File: config.mk
export PLATFORM = sky130hd
export DESIGN_NAME = pilha_lifo_flat
export DESIGN_NICKNAME = d
export VERILOG_FILES = /design/src/rtl/pilha_lifo_if.sv /design/src/rtl/pilha_lifo.sv /design/src/flat_wrapper.sv
export SDC_FILE = /design/constraint.sdc
export NUM_CORES = 1
export LEC_CHECK = 0
export ABC_AREA = 1
export BUFFER_PORTS_ARGS = -buffer_cell sky130_fd_sc_hd__buf_4
export CORE_MARGIN = 3
export CORE_UTILIZATION = 59
export CTS_CLUSTER_SIZE = 40
export DETAILED_ROUTE_END_ITERATION = 10
export GPL_TIMING_DRIVEN = 0
export PLACE_DENSITY = 0.75
export SYNTH_ARGS = -nofsm -noshare
export SYNTH_HDL_FRONTEND = slang
export SYNTH_SLANG_ARGS = --single-unit
File: constraint.sdc
create_clock -name clock -period 2.6 [get_ports clock]
set_input_delay 0.39 -clock clock [delete_from_list [all_inputs] [get_ports clock]]
set_output_delay 0.39 -clock clock [all_outputs]
set_load 0.1 [all_outputs]
File: src/rtl/pilha_lifo_if.sv
// Deserializer -> stack 4-phase handshake: word + ready from the sender,
// ack back from the stack.
interface pilha_lifo_if #(
  parameter int WIDTH = 8
);
  logic [WIDTH-1:0] data_in;
  logic             data_ready_in;
  logic             ack_out;

  modport master (output data_in, output data_ready_in, input ack_out);
  modport slave  (input data_in, input data_ready_in, output ack_out);
endinterface

File: src/rtl/pilha_lifo.sv
// LIFO stack fed by the deserializer over an asynchronous 4-phase handshake,
// drained newest-first by a local synchronous pop request.

// Multi-flop synchronizer for a single asynchronous level.
module pilha_lifo_sync #(
  parameter int STAGES = 2
) (
  input  logic clock,
  input  logic reset,
  input  logic i_async,
  output logic o_sync
);
  logic [STAGES-1:0] r_sync;

  always_ff @(posedge clock or posedge reset) begin
    if (reset) r_sync <= '0;
    else       r_sync <= {r_sync[STAGES-2:0], i_async};
  end

  assign o_sync = r_sync[STAGES-1];
endmodule

module pilha_lifo #(
  parameter int WIDTH       = 8,
  parameter int DEPTH       = 8,
  parameter int SYNC_STAGES = 2
) (
  input  logic                       clock,
  input  logic                       reset,
  pilha_lifo_if.slave                des,
  input  logic                       pop_in,
  output logic [WIDTH-1:0]           data_out,
  output logic                       data_valid_out,
  output logic                       empty,
  output logic                       full,
  output logic [$clog2(DEPTH+1)-1:0] count,
  output logic                       pop_err
);
  localparam int CW = $clog2(DEPTH+1);
  localparam int AW = (DEPTH > 1) ? $clog2(DEPTH) : 1;

  typedef enum logic {IDLE, ACK_WAIT} state_t;

  state_t                       r_state;
  state_t                       w_state_nxt;
  logic [DEPTH-1:0][WIDTH-1:0]  r_mem;
  logic [CW-1:0]                r_count;
  logic [WIDTH-1:0]             r_dout;
  logic                         r_dv;
  logic                         r_perr;

  logic          w_rdy_s;
  logic          w_push;
  logic          w_pop;
  logic          w_push_ok;
  logic [AW-1:0] w_top_idx;
  logic [AW-1:0] w_wr_idx;

  // data_in is not synchronized: it is only sampled once rdy_s is high,
  // by which point the sender has held it stable for several cycles.
  pilha_lifo_sync #(.STAGES(SYNC_STAGES)) u_sync (
    .clock   (clock),
    .reset   (reset),
    .i_async (des.data_ready_in),
    .o_sync  (w_rdy_s)
  );

  assign w_pop     = pop_in && (r_count != '0);
  assign w_push_ok = (r_count < CW'(DEPTH)) || w_pop;
  assign w_top_idx = AW'(r_count - CW'(1));
  // On a simultaneous push/pop the new word replaces the old top in place.
  assign w_wr_idx  = w_pop ? w_top_idx : AW'(r_count);

  always_ff @(posedge clock or posedge reset) begin
    if (reset) r_state <= IDLE;
    else       r_state <= w_state_nxt;
  end

  always_comb begin
    w_state_nxt = r_state;
    w_push      = 1'b0;
    case (r_state)
      IDLE: begin
        if (w_rdy_s && w_push_ok) begin
          w_push      = 1'b1;
          w_state_nxt = ACK_WAIT;
        end
      end
      ACK_WAIT: begin
        if (!w_rdy_s) w_state_nxt = IDLE;
      end
      default: w_state_nxt = IDLE;
    endcase
  end

  // Storage has no reset; stale entries are never observable past count.
  always_ff @(posedge clock) begin
    if (w_push) r_mem[w_wr_idx] <= des.data_in;
  end

  always_ff @(posedge clock or posedge reset) begin
    if (reset) begin
      r_count <= '0;
      r_dout  <= '0;
      r_dv    <= 1'b0;
      r_perr  <= 1'b0;
    end else begin
      r_dv   <= w_pop;
      r_perr <= pop_in && (r_count == '0);
      if (w_pop) r_dout <= r_mem[w_top_idx];
      case ({w_push, w_pop})
        2'b10:   r_count <= r_count + CW'(1);
        2'b01:   r_count <= r_count - CW'(1);
        default: r_count <= r_count;
      endcase
    end
  end

  assign des.ack_out    = (r_state == ACK_WAIT);
  assign data_out       = r_dout;
  assign data_valid_out = r_dv;
  assign count          = r_count;
  assign pop_err        = r_perr;
  assign empty          = (r_count == '0);
  assign full           = (r_count == CW'(DEPTH));
endmodule

File: src/flat_wrapper.sv
// flat-port wrapper written by rule: the top's interface ports become plain ports
module pilha_lifo_flat 
#(
  parameter int WIDTH       = 8,
  parameter int DEPTH       = 8,
  parameter int SYNC_STAGES = 2
)
  (clock, reset, pop_in, data_out, data_valid_out, empty, full, count, pop_err, des_data_in, des_data_ready_in, des_ack_out);
  pilha_lifo_if #(.WIDTH(WIDTH)) des_i ();
  input  logic clock;
  input  logic reset;
  input  logic pop_in;
  output logic [WIDTH-1:0] data_out;
  output logic data_valid_out;
  output logic empty;
  output logic full;
  output logic [$clog2(DEPTH+1)-1:0] count;
  output logic pop_err;
  input wire logic [$bits(des_i.data_in)-1:0] des_data_in;
  input wire logic [$bits(des_i.data_ready_in)-1:0] des_data_ready_in;
  output wire logic [$bits(des_i.ack_out)-1:0] des_ack_out;
  assign des_i.data_in = des_data_in;
  assign des_i.data_ready_in = des_data_ready_in;
  assign des_ack_out = des_i.ack_out;
  pilha_lifo #(.WIDTH(WIDTH), .DEPTH(DEPTH), .SYNC_STAGES(SYNC_STAGES)) u_core (.clock(clock), .reset(reset), .des(des_i), .pop_in(pop_in), .data_out(data_out), .data_valid_out(data_valid_out), .empty(empty), .full(full), .count(count), .pop_err(pop_err));
endmodule
* Yosys cells after proc, flatten, opt, wreduce, memory -nomap -nowiden
Cells that the tools add are included.
** Storage, ports and cells
- Bits in registers :: 81
- Input port bits :: 12
- Logic and storage cells :: 43
** Cells by class
- Add/subtract/negate cells :: 2
- $lt $le $gt $ge :: 4
- Eq/ne operators :: 3
- Mux-type cells :: 11
- Bitwise gates (word level) :: 1
- Reductions and logical operators :: 8
** Operator list (number)
- $bwmux 64 :: 1
- $bmux 8 s3 :: 1
- $demux 8 s3 :: 1
- $mux 8 :: 2
- $lt 3x4->1 const B :: 2
- $pmux 4 s2 :: 1
- $add 4x1->4 const B :: 1
- $eq 4x4->1 const B :: 1
- $logic_and 1x1->1 :: 4
- $logic_not 4->1 :: 1
- $lt 4x4->1 const B :: 1
- $reduce_bool 4->1 :: 1
- $sub 4x1->4 const B :: 1
- $ge 3x1->1 const B :: 1
- $mux 1 :: 3
- $mux 3 :: 1
- $eq 2x1->1 const B :: 1
- $eq 2x2->1 const B :: 1
- $pmux 1 s2 :: 1
- $reduce_bool 2->1 :: 1
- $logic_or 1x1->1 :: 1
- $not 1->1 :: 1

* Depth between registers and ports, before layout
- Word-level depth :: 8
- Mapped depth :: 14

* Cells and area by module
From an unflattened synthesis, not the netlist that was laid out.
** Unflattened totals
- Cell total of the unflattened synthesis :: 326
- Area total of the unflattened synthesis :: 3492.1 µm²
** By module, submodules not included
- pilha_lifo :: times used 1, cells each 323, area each 3438.3 µm², seq. area each 2297.2 µm²
- pilha_lifo_sync :: times used 1, cells each 3, area each 53.8 µm², seq. area each 50.0 µm²

* Least setup slack after synthesis
OpenSTA, ideal clock, no wires.
- Path type :: flip-flop to output port
- Start :: reg u_core.r_count[0] (netlist: u_core.count[0])
- End :: out full
- Arrival :: 2733 ps
- Slack :: -523 ps
- Stages on the path, launching flop included :: 6
- Buffers on the path :: 1
- Cell sequence :: dfrtp_1 > inv_2 > buf_2 > ha_1 > nand2_1 > nor2_1
** Between the ends
- Cells in the longest elaborated chain, start to end :: 1
** Ends and longest elaborated chain
- from (decl) :: line pilha_lifo.sv:47 : logic [CW-1:0] r_count;
- from (signal assigned) :: line pilha_lifo.sv:112 : 2'b10: r_count <= r_count + CW'(1);
- from (signal assigned) :: line pilha_lifo.sv:113 : 2'b01: r_count <= r_count - CW'(1);
- from (signal assigned) :: line pilha_lifo.sv:114 : default: r_count <= r_count;
- $eq 4x4->1 :: line pilha_lifo.sv:125 : assign full = (r_count == CW'(DEPTH));
- to (decl) :: line flat_wrapper.sv:16 : output logic full;
No other way between the ends.

* Worst setup path after layout
- Start :: reg u_core.r_count[0] (netlist: u_core.count[0])
- End :: reg u_core.r_mem[39] (netlist name), enable pin
** Between the ends
- Cells in the longest elaborated chain, start to end :: 6
- Elaborated cells on any way between the ends :: 7
- Those cells by class :: order compare (1); mux (2); reduce/logical (4)
** Ends and longest elaborated chain
- parallel branches: the longest is 2 deep, another holds $lt 4x4->1
- $logic_or 1x1->1 * :: line pilha_lifo.sv:69 : assign w_push_ok = (r_count < CW'(DEPTH)) || w_pop;
- $logic_and 1x1->1 * :: line pilha_lifo.sv:84 : if (w_rdy_s && w_push_ok) begin
- $mux 1 * :: line pilha_lifo.sv:84
- $mux 1 * :: line pilha_lifo.sv:82 : case (r_state)
- to (signal, indexed assignment) :: line pilha_lifo.sv:98 : if (w_push) r_mem[w_wr_idx] <= des.data_in;
- to (decl) :: line pilha_lifo.sv:46 : logic [DEPTH-1:0][WIDTH-1:0] r_mem;
Every way passes the cells marked *.
A chain may end at the register's enable or synchronous reset.

==> metrics.csv <==
stage;metric;value;unit
setup_path;r2r_slack;-0.08;ns
clock_network;cts_tree;built;
placed_design;dp_slack;-0.445;ns
setup_path;r2r_end;u_core.r_mem[39]$_DFFE_PP_;
clock_network;cts-root-buf;clkbuf_8;
synthesis;syn_nets;331;
status;outcome;finished, violations left;
clock_network;clk_pin_slew;0.09;ns
clock_network;cts_buffer_depth;2;
setup_path;start_kind;flop;
setup_path;cp_cell_sequence;inv_2 -> clkbuf_4 -> ha_2 -> buf_2 -> nand3_1 -> nand2_1 -> nand2_1 -> nor2_2;
setup_path;cp.required;2.59;ns
layout;antenna_cells;0;
drt;via_per_inst;5.48;
setup_path;rr_worst_depth;8;
layout;n_fill_cell;389;
clock_network;postCtsSetupRepairBufs;0;
sta;fmax;373;MHz
sta;fin_hold_ws;0.140;ns
placed_design;hpwl;4.61;mm
floorplanning;dieArea;6850;sq um
sta;slew_violations;0;
setup_path;crit_end;u_core.r_mem[39]$_DFFE_PP_;
setup_path;worstSetupPathType;reg -> reg;
floorplanning;die_h;82.8;microns
drt;wl_per_cell;16.7;microns
sta;finalSetupViolCount;16;
floorplanning;start_util;62.0;%
floorplanning;ios;29;
sta;hold_violations;0;
clock_network;numCtsBuffers;9;
global_routing;antenna_found_initial;0;
global_routing;grt_pass1_vias;2241;
setup_path;r2r-start;u_core.count[0]$_DFFE_PP0P_;
setup_path;cp_top_family;simple AND/OR/NAND/NOR gates;
placed_design;dp.cells;416;
sta;fin_skew;0.0114;ns
setup_path;cpPeakStageDelay;0.50;ns
clock_network;cts_sinks;81;
drt;wl;7.21;mm
sta;rsz0062_at_grt;true;
setup_path;critPathBufInv;3;
setup_path;cp_max_fo;10;
sta;finalWorstSetupSlack;-0.0798;ns
global_routing;track_usage;23.9;%
setup_path;crit_start;u_core.count[0]$_DFFE_PP0P_;
status;violations;negative setup slack;
floorplanning;coreArea;5610;sq um
floorplanning;std_cell_rows;27;
setup_path;endpoint_kind;flop;
worst_hold_path;hold_path.class;in -> reg;
layout;area_growth;16.4;%
placed_design;port_buffers;28;
setup_path;cpMaxStageDelayCell;nor2_2;
drt;dr_total_vias;2367;
synthesis;syn_area_per_cell;11.0;sq um
layout;nets;370;
clock_network;htree_levels;3;
sta;max-slew-margin-rel;52.5;%
drt;antenna_left;0;
clock_network;clock_latency;0.36;ns
global_routing;grt_first_pass_wirelength;11.2;mm
sta;period_share;103;%
synthesis;netlist_area;3480;sq um
layout;utilization;72.2;%
setup_path;cp.depth;8;
synthesis;yosysSeqAreaShare;67.5;%
synthesis;synthCells;316;
synthesis;yosysUniqueCellTypes;25;
layout;stdcell_count;432;
drt;firstDrtPassIters;5;
synthesis;ys_ff_latch;81;
clock_network;postCtsResizedCells;13;
setup_path;cpMostUsedCell;nand2_1;
global_routing;grt_max_degree;18;
run;maxCapViolCount;0;
global_routing;overflow;0;
clock_network;hold_buffers;0;
floorplanning;die_x;82.8;microns
sta;max_slew.worst_pin.slew;0.711;ns
synthesis;yosysWarnings;0;
setup_path;cp.arrival;2.67;ns
placed_design;gp_congestion;0.822;
layout;drive_gt1_share;23.1;%
drt;drc;0;
drt;drt-initial-drc-count;211;
sta;final.min_clock_period;2.68;ns
[stage by stage]
step / instance area, sq um / TNS, ns
floorplan: 3490 / 0
global placement: 3790 / -14.82
detailed placement: 3790 / -16.65
CTS: 4030 / -0.578
global route: 4050 / -2.13
finish: 4050 / -1.10
[cells by family (layout without fill, tap and decap cells)]
family	Yosys count	count (layout)	synth area share [%]
xor+xnor	3	3	0.756
buf+inv	50	94	6.55
compound gates	33	33	5.14
fa+ha+maj	3	3	1.08
flops	81	81	67.5
simple gates	146	146	19.0
[cells in the final DEF (no fill, tap or decap)]
cell,Yosys,routed
dfrtp_1,17,15
nand3_2,1,1
inv_6,0,3
o22ai_1,1,1
nand2_4,3,3
buf_4,2,31
buf_12,1,1
a21oi_1,9,9
nor3_4,1,1
nand2_2,4,4
bufinv_16,0,1
inv_8,0,1
buf_6,1,1
xor2_1,1,1
clkbuf_8,0,9
ha_2,0,1
inv_2,5,5
nand3_4,1,1
o21ai_0,18,18
dfrtp_4,0,1
nand2_1,78,78
buf_2,7,5
clkinv_4,0,1
ha_1,3,2
dfrtp_2,0,1
nor2_4,1,7
clkbuf_4,0,1
xnor2_1,2,2
clkinv_2,0,1
inv_1,34,34
nor2_2,0,3
nand3_1,30,30
edfxtp_1,64,64
o211ai_1,5,5
nor2_1,26,17
nand4_1,1,1
[worst reg2reg max path, delay by kind of cell (launching register included)]
kind / cells / cell delay, ns
adders and majority gates: 1 / 0.39
and+or+nand+nor: 4 / 0.89
buffers and inverters: 3 / 0.57
DFF: 1 / 0.46
[how the worst min path moves through the flow]
| stage | depth (start not counted) | slack, ns | to | start |
|---|---|---|---|---|
| 4_1_cts | 1 | 0.13 | u_core.u_sync.r_sync[0]$_DFF_PP0_ | des_data_ready_in |
| 3_3_place_gp | 0 | 0.34 | u_core.u_sync.r_sync[1]$_DFF_PP0_ | u_core.u_sync.r_sync[0]$_DFF_PP0_ |
| 5_1_grt | 1 | 0.12 | u_core.u_sync.r_sync[0]$_DFF_PP0_ | des_data_ready_in |
| 2_1_floorplan | 1 | 0.32 | u_core.count[0]$_DFFE_PP0P_ | reset |
| 6_report | 1 | 0.14 | u_core.u_sync.r_sync[0]$_DFF_PP0_ | des_data_ready_in |
| 3_5_place_dp | 0 | 0.35 | u_core.u_sync.r_sync[1]$_DFF_PP0_ | u_core.u_sync.r_sync[0]$_DFF_PP0_ |
[synth_stat cells (all sizes together)]
cell type / instances / area [sq um]
xor2: 1 / 8.76
inv: 39 / 146
ha: 3 / 37.5
nand2: 85 / 352
nor3: 1 / 16.3
o211ai: 5 / 37.5
xnor2: 2 / 17.5
nor2: 27 / 109
a21oi: 9 / 45.0
o22ai: 1 / 6.26
nand3: 32 / 178
nand4: 1 / 6.26
dfrtp: 17 / 425
edfxtp: 64 / 1920
buf: 11 / 81.3
o21ai: 18 / 90.1
[state kept, by name (all words and copies together), names as in the netlist]
signal                 cells
u_core.r_mem              64
u_core.data_out            8
u_core.count               4
u_core.u_sync.r_sync       2
u_core.data_valid_out      1
u_core.des.ack_out         1
u_core.pop_err             1
[final cells by class]
type / count / area, sq um / share of cell area [%]
sequential: 81 / 2350 / 58.1
multi-input combinational: 185 / 958 / 23.7
timing repair buffer: 28 / 210 / 5.19
inverter: 39 / 146 / 3.62
clock buffer: 9 / 124 / 3.06
tap: 72 / 90.1 / 2.22
buffer: 11 / 86.3 / 2.13
clock inverter: 7 / 81.3 / 2.01
[per-layer routing]
layer / wire length (microns) / global-route usage (%)
met5: 0 / 0
met4: 108 / 8.82
met3: 566 / 8.32
met2: 3510 / 38.1
met1: 3030 / 30.3
Power is left out: the tool's default activity adds up to more than one toggle a clock period on the data nets, which glitch-free logic cannot reach.
